==> config.mk <==
export PLATFORM = sky130hd
export DESIGN_NAME = signal_generator
export DESIGN_NICKNAME = d
export VERILOG_FILES = /design/src/rtl/signal_generator_pkg.sv /design/src/rtl/signal_generator_half_period_timer.sv /design/src/rtl/signal_generator.sv
export SDC_FILE = /design/constraint.sdc
export NUM_CORES = 1
export LEC_CHECK = 0
export CAP_MARGIN = 20
export CORE_MARGIN = 2
export CORE_UTILIZATION = 45
export DETAILED_ROUTE_END_ITERATION = 12
export GPL_TIMING_DRIVEN = 0
export PLACE_DENSITY_LB_ADDON = 0.25
export REMOVE_ABC_BUFFERS = 1
export SKIP_CTS_REPAIR_TIMING = 1
export SLEW_MARGIN = 15
export SYNTH_ARGS = -nofsm -noshare
export SYNTH_HDL_FRONTEND = slang
export SYNTH_SLANG_ARGS = --single-unit
==> constraint.sdc <==
create_clock -name clk -period 2.7 [get_ports clk]
set_clock_uncertainty 0.2 [all_clocks]
set_input_delay 0.54 -clock clk [delete_from_list [all_inputs] [get_ports clk]]
set_output_delay 0.54 -clock clk [all_outputs]
set_load 0.005 [all_outputs]
==> src/rtl/signal_generator_pkg.sv <==
// Shared types and defaults for the toggling test-signal generator.
// Latency: n/a (types and constants only).
// Backpressure: n/a.
package signal_generator_pkg;

   localparam int C_GEN_WIDTH_DEFAULT = 16;

   typedef enum logic [1:0] {
      IDLE     = 2'd0,
      RUN      = 2'd1,
      STOPPING = 2'd2
   } gen_state_t;

endpackage

==> src/rtl/signal_generator_half_period_timer.sv <==
// Loadable down-counter producing a one-cycle tick each time it reaches zero, then reloading.
// Latency: first tick load_val+1 enabled edges after load, then every load_val+1 edges.
// Backpressure: none; counts whenever en is high.
module signal_generator_half_period_timer
   import signal_generator_pkg::*;
#(
   parameter int C_WIDTH = C_GEN_WIDTH_DEFAULT
) (
   input  logic               clk,
   input  logic               resetn,
   input  logic               load,
   input  logic [C_WIDTH-1:0] load_val,
   input  logic               en,
   output logic               tick
);

   localparam logic [C_WIDTH-1:0] ONE = C_WIDTH'(1);

   logic [C_WIDTH-1:0] cnt;
   logic [C_WIDTH-1:0] reload;

   assign tick = en && (cnt == '0);

   // Load captures the reload value; when enabled, count down and wrap back to it at zero.
   always_ff @(posedge clk or negedge resetn) begin
      if (!resetn) begin
         cnt    <= '0;
         reload <= '0;
      end else if (load) begin
         cnt    <= load_val;
         reload <= load_val;
      end else if (en) begin
         if (cnt == '0) begin
            cnt <= reload;
         end else begin
            cnt <= cnt - ONE;
         end
      end
   end

endmodule

==> src/rtl/signal_generator.sv <==
// Programmable square-wave / fixed-length burst generator with start/stop handshake.
// Latency: first toggle hp edges after start acceptance; done on the edge of the final toggle.
// Backpressure: none; start ignored while busy, stop ignored outside RUN.
module signal_generator
   import signal_generator_pkg::*;
#(
   parameter int C_WIDTH = C_GEN_WIDTH_DEFAULT
) (
   input  logic               clk,
   input  logic               resetn,
   input  logic [C_WIDTH-1:0] cfg_half_period,
   input  logic [C_WIDTH-1:0] cfg_edges,
   input  logic               start,
   input  logic               stop,
   output logic               out,
   output logic               busy,
   output logic               done
);

   localparam logic [C_WIDTH-1:0] ONE = C_WIDTH'(1);
   localparam logic [C_WIDTH-1:0] TWO = C_WIDTH'(2);

   gen_state_t         state;
   logic [C_WIDTH-1:0] edge_cnt;
   logic [C_WIDTH-1:0] edges_lat;
   logic               cont_lat;

   logic [C_WIDTH-1:0] hp_m1;
   logic [C_WIDTH-1:0] edges_eff;
   logic [C_WIDTH-1:0] edge_next;
   logic               start_ok;
   logic               last_toggle;
   logic               tick;

   // Effective configuration: hp of 0 acts as 1, edge count rounded down to even with 1 acting as 2.
   always_comb begin
      hp_m1       = (cfg_half_period == '0) ? '0 : cfg_half_period - ONE;
      edges_eff   = {cfg_edges[C_WIDTH-1:1], 1'b0};
      if (cfg_edges == ONE) begin
         edges_eff = TWO;
      end
      start_ok    = (state == IDLE) && start && !stop;
      edge_next   = edge_cnt + ONE;
      last_toggle = !cont_lat && (edge_next == edges_lat);
   end

   signal_generator_half_period_timer #(
      .C_WIDTH (C_WIDTH)
   ) u_timer (
      .clk      (clk),
      .resetn   (resetn),
      .load     (start_ok),
      .load_val (hp_m1),
      .en       (state != IDLE),
      .tick     (tick)
   );

   // Control FSM with registered out/busy/done; a stop at a toggle instant ends the run on that toggle.
   always_ff @(posedge clk or negedge resetn) begin
      if (!resetn) begin
         state     <= IDLE;
         out       <= 1'b0;
         busy      <= 1'b0;
         done      <= 1'b0;
         edge_cnt  <= '0;
         edges_lat <= '0;
         cont_lat  <= 1'b0;
      end else begin
         done <= 1'b0;
         unique case (state)
            IDLE: begin
               if (start_ok) begin
                  state     <= RUN;
                  busy      <= 1'b1;
                  out       <= 1'b0;
                  edge_cnt  <= '0;
                  edges_lat <= edges_eff;
                  cont_lat  <= (cfg_edges == '0);
               end
            end
            RUN: begin
               if (stop && !out) begin
                  state <= IDLE;
                  busy  <= 1'b0;
                  done  <= 1'b1;
               end else if (tick) begin
                  edge_cnt <= edge_next;
                  if (last_toggle || stop) begin
                     state <= IDLE;
                     busy  <= 1'b0;
                     done  <= 1'b1;
                     out   <= 1'b0;
                  end else begin
                     out <= ~out;
                  end
               end else if (stop) begin
                  state <= STOPPING;
               end
            end
            STOPPING: begin
               if (tick) begin
                  state <= IDLE;
                  busy  <= 1'b0;
                  done  <= 1'b1;
                  out   <= 1'b0;
               end
            end
            default: begin
               state <= IDLE;
               busy  <= 1'b0;
               out   <= 1'b0;
            end
         endcase
      end
   end

endmodule

Yosys cells after proc, flatten, opt, wreduce, memory -nomap -nowiden
Index checks and enable logic that the tools add are counted.

cells by class
  $add $sub $neg = 3
  eq/ne operators = 12
  multiplexer cells = 32
  bitwise gates (word level) = 1
  reduce and logical (&&, ||, !) cells = 21

operators by type and width
  operator               number
  $mux 16                8
  $logic_not 16->1       3
  $pmux 16 s2            1
  $sub 16x1->16 const B  2
  $add 16x1->16 const B  1
  $eq 16x1->1 const B    1
  $eq 16x16->1           1
  $reduce_and 4->1       4
  $mux 1                 13
  $mux 2                 6
  $ne 2x2->1 const B     4
  $ne 4x4->1 const B     2
  $ne 3x3->1 const B     2
  $pmux 1 s3             2
  $pmux 2 s3             1
  $reduce_bool 2->1      3
  $logic_and 1x1->1      5
  $logic_not 1->1        3
  $eq 2x1->1 const B     1
  $eq 2x2->1 const B     1
  $logic_not 2->1        1
  $pmux 1 s2             1
  $reduce_and 2->1       1
  $logic_or 1x1->1       1
  $not 1->1              1

storage, ports and cells
  flip-flop bits (word level) = 70
  input bits = 36
  output and inout bits = 3
  logic and storage cells = 78

Depth between registers and ports, before layout
  depth in word-level cells = 8
  depth in mapped cells = 10
  gate-level depth less buffers = 8

Hierarchy
A second synthesis with hierarchy kept.

second synthesis, totals
  cell total of the unflattened synthesis = 505
  area total of the unflattened synthesis = 4416.7 µm²

modules (own cells, without submodules)
  module                              instances  cells each  area an instance (µm²)  seq. area each (µm²)
  signal_generator                    1          326         2590.0                  925.9
  signal_generator_half_period_timer  1          179         1826.8                  800.8

Worst setup path after synthesis
No wires, ideal clock.

  kind = reg2reg
  start point = reg edge_cnt[0]
  end point = reg busy
  library setup time = 0.135 ns
  data arrival time = 2.205 ns
  required time = 2.365 ns
  slack = 0.160 ns
  stages on the path, launching flop included = 8
  path buffers = 0
  clock period less this slack = 2.540 ns
  path through = dfrtp_1 > ha_1 > nand2_2 > or4_4 > a2111oi_4 > o2111ai_2 > o41ai_4 > a31oi_1

between the ends
  longest elaborated chain between the ends = 6

RTL lines
  item                               line                     text
  start: declaration                 signal_generator.sv:24   logic [C_WIDTH-1:0] edge_cnt;
  start signal: assignment           signal_generator.sv:87   edge_cnt <= edge_next;
  $add 16x1->16                      signal_generator.sv:43   edge_next = edge_cnt + ONE;
  $eq 16x16->1                       signal_generator.sv:44   last_toggle = !cont_lat && (edge_next == edges_lat);
  $logic_and 1x1->1                  signal_generator.sv:44
  $logic_or 1x1->1                   signal_generator.sv:88   if (last_toggle || stop) begin
  $ne 3x3->1 (no source line)        --
  $reduce_and 4->1 (no source line)  --
  end signal: assignment             signal_generator.sv:84   busy <= 1'b0;
  end signal: assignment             signal_generator.sv:90   busy <= 1'b0;
  end signal: assignment             signal_generator.sv:103  busy <= 1'b0;
  end: declaration                   signal_generator.sv:16   output logic busy,

Every way passes these cells.
A chain may end at the register's enable or synchronous reset.

Worst setup path after layout
  start point = in cfg_half_period[6]
  end point = reg u_timer.cnt[14]

between the ends
  longest elaborated chain between the ends = 3
  elaborated cells between the ends (all ways) = 4
  classes of those cells = add/sub (1); mux (2); reduce/logical (1)

RTL lines
  item                                               line                                      text
  start: declaration                                 signal_generator.sv:11                    input logic [C_WIDTH-1:0] cfg_half_period,
  $sub 16x1->16 or $logic_not 16->1 (tied branches)  signal_generator.sv:37                    hp_m1 = (cfg_half_period == '0) ? '0 : cfg_half_period - ONE;
  $mux 16 (*)                                        signal_generator.sv:37
  $mux 16 (*)                                        signal_generator_half_period_timer.sv:29  end else if (load) begin
  end signal: assignment                             signal_generator_half_period_timer.sv:30  cnt <= load_val;
  end signal: assignment                             signal_generator_half_period_timer.sv:34  cnt <= reload;
  end signal: assignment                             signal_generator_half_period_timer.sv:36  cnt <= cnt - ONE;
  end: declaration                                   signal_generator_half_period_timer.sv:19  logic [C_WIDTH-1:0] cnt;

Every way passes the cells marked *; elsewhere a longest branch is shown, timed or not.

==> results.txt <==
- Number of library cell types mapped by synthesis: 62
- In this design, the largest share of critical-path delay is due to simple AND/OR/NAND/NOR gates.
- The final layout contains routed wiring with a total length of 11300 microns.
- The initial antenna violation count came to 0.
- Counting both buffers and inverters, the worst setup path holds a total of 2.
- The repair_antennas step left the layout with diodes totalling 0.
- Adding up every negative setup slack in the final design gives 0 ps.
- Setup repair after global routing missed its margin: yes
- Counting the buffers created by CTS gives 9.
- Maximum count of clock buffers along a single path: 2
- Setup violations remaining at the end of the flow were counted as 0.
* Area used by multi-input combinational logic: 2590 sq um
- The number of global-route vias before repair came to 3592.
- On the worst path, the slowest cell contributes a delay of 610 ps.
- The average instance in the mapped netlist occupies 8.70 sq um.
- Worst slew margin relative to its limit: 0.568
- Worst setup path startpoint: cfg_half_period[6]
- Peak supply drop: 0.320 mV
- Die Ht: 102 microns
* Synth warnings: 0
* Most frequent cell after synthesis: nand2_1
- DR DRC count: 0
* Share of the cycle needed by the critical path after routing: 0.977
* Fraction of layout cells with a size suffix above 1: 0.161
- CP max FO: 4
* Post-Route Hold Slack: 281 ps
- In this run, synthesis produced a sequential element count of 69.
* Gpl congestion: 0.910
* Critical path data arrival time: 2730 ps
* Worst-skew pair later-pin latency: 350 ps
- The first detailed-routing pass took 5 iterations.
- Maximum number of pins on one net before global-route repair: 54
- Timing would allow up to 0.379 GHz.
* Power, Total: 4.06 mW
* Area added between synthesis and finish: 22.5%
* Number of max-slew violations in the final report: 0
- Global-route usage over all layers: 0.219
* Area of the mapped netlist: 4360 sq um
* Number of nets with antenna violations after routing: 0
- After filler insertion, the fill cell instance count of the layout stands at 846.
- Clock-pin slew was measured on the worst setup and hold paths at 80 ps.
* Count of placed standard cells in the final layout, fillers left out: 683
* TritonCTS clock tree: yes
* Number of nets in the layout: 592
- The initial utilization of the core area, before any placement, comes to 0.467.
- 39 I/O pins were placed.
- STA classifies the critical path startpoint as an input pin.
- Synthesis produced a netlist whose cell count is 501.
* Pleak: 2.21 nW
* Number of vias per cell: 5.77
* Cell count after placement: 646
- The critical path goes through clkdlybuf4s50_1 > or4_4 > nor4_4 > buf_4 > nand3_1 > o211ai_1 > o211a_1.
- Max Cap Violations: 0
- Total die area: 10500 sq um
* Post-placement setup slack: -880 ps
- Sorting the synthesized cells by area gives the leading types as dfrtp_1, nand2_1, xnor2_1, o21ai_0, a21oi_1.
- The synthesized design spends more area on one cell type than any other, namely dfrtp_1.
* Number of clock sinks: 69
- Total number of vias: 3942
* HPWL reported at the end of detailed placement: 7780 microns
- Minimum clock period after layout: 2640 ps
- Reg-to-reg critical path startpoint: edge_cnt[9]$_DFFE_PN0P_
- In this run the power density over the cells is 760 nW/um^2.
- Hold path start: u_timer.reload[5]$_DFFE_PN0P_
* Worst Tran Pin Value: 644 ps
* Final WS setup: 61.6 ps
- Kind of end point of the critical path: flop
- Global routing finished with a remaining overflow of 0.
- Top cells by count, synth: nand2_1, dfrtp_1, o21ai_0, nor2_1, a21oi_1
- Required time of the critical path: 2790 ps
- The first global-routing pass estimated 17700 microns of wire.
* Port bufs: 38
- Core Box Area: 9330 sq um
- The number of hold violations in the final report came to 0.
- Detailed Route Iter0 Violations: 250
- Flip-flop cell with the highest count after synthesis: dfrtp_1
- Type of the most critical hold path: flop to flop
- Share of synthesized area occupied by flip-flops and latches: 0.396
* CTS H-tree depth: 3
- The flow ran to the end, and the final reports show no timing, DRC or antenna violations.
- CP Class: input pin to flop
- Cell with the biggest individual delay on the critical path: or4_4
- For this run, asynchronously set or reset flops after synthesis account for 1.00.
- Dividing the detail-routed wire length by the instance count gives 16.5 microns.
* Die X-Extent: 102 microns
- Area of all sequential standard cells: 1740 sq um
- Row Count: 35
- Clock root buffer: clkbuf_8
* Portion of synthesized cell area occupied by the leading cell type: 0.396
- Number of synthesized flops with an enable pin: 0
-- flip-flops by register name, indices dropped and copies added (netlist names) --
signal,cells
u_timer.reload,16
busy,1
state,2
u_timer.cnt,16
edges_lat,15
edge_cnt,16
done,1
out,1
cont_lat,1
-- final cells by class --
type / count / share of cell area
timing repair buffer: 61 / 0.110
clock buffer: 10 / 0.0258
clock inverter: 6 / 0.0134
sequential: 69 / 0.326
multi-input combinational: 396 / 0.486
tap: 129 / 0.0302
inverter: 12 / 0.00914
-- kinds of logic after synthesis --
group | share of synthesized area
flip-flops | 0.396
AO/OA/AOI/OAI | 0.197
multiplexers | 0.0184
buffers and inverters | 0.0399
adder cells (fa/ha/maj) | 0.0201
AND/OR/NAND/NOR | 0.258
XOR/XNOR | 0.0704
-- cells in the final DEF, fill, tap and decap left out, types with 4 or more instances in the layout --
cell type and n:
nand2_1 87, dfrtp_1 59, clkdlybuf4s50_1 35, o21ai_0 34, nor2_1 30, a21oi_1 25
xnor2_1 22, nand3_1 21, buf_4 21, nor4_1 13, xor2_1 12, nor3_1 11
inv_1 10, clkbuf_8 10, dfrtp_2 10, a211oi_1 9, o31ai_1 9, a21o_1 8
mux2i_1 8, nor2b_1 5, a31oi_1 5, and2_1 5, ha_1 5, nor4_4 4
nand4_1 4, or4_1 4, or2_2 4, o211ai_1 4
-- path summary, 6_finish.rpt --
kind / slack, ps / end / depth (start not counted)
setup / recovery: 60 / u_timer.cnt[14]$_DFFE_PN0N_ / 7
hold / removal: 280 / u_timer.reload[5]$_DFFE_PN0P_ / 1
setup reg to reg: 80 / busy$_DFFE_PN0P_ / 6
hold reg to reg: 280 / u_timer.reload[5]$_DFFE_PN0P_ / 1
max in group asynchronous: 1370 / u_timer.cnt[8]$_DFFE_PN0N_ / 3
min in group asynchronous: 390 / edge_cnt[1]$_DFFE_PN0P_ / 2
-- per-stage QoR --
stage	instance area, sq um	util
floorplan	4230	-
global placement	4770	0.511
detailed placement	4820	0.517
CTS	5030	0.540
global route	5340	0.572
finish	5340	0.572
-- power by group --
group	leakage [nW]	switching (mW)	internal, mW
Combinational	1.25	0.803	0.654
Sequential	0.863	0.339	1.37
Clock	0.0991	0.432	0.458
-- layer usage --
layer,vias to the layer above,share of wire,track usage,wire (microns)
met5,-,0,0,0
met4,0,0.015,0.0708,170
met3,15,0.046,0.0410,521
met2,118,0.50,0.374,5650
met1,1900,0.44,0.282,4920
li1,1909,-,-,-
No activity file was read; power rests on OpenSTA's default activity.
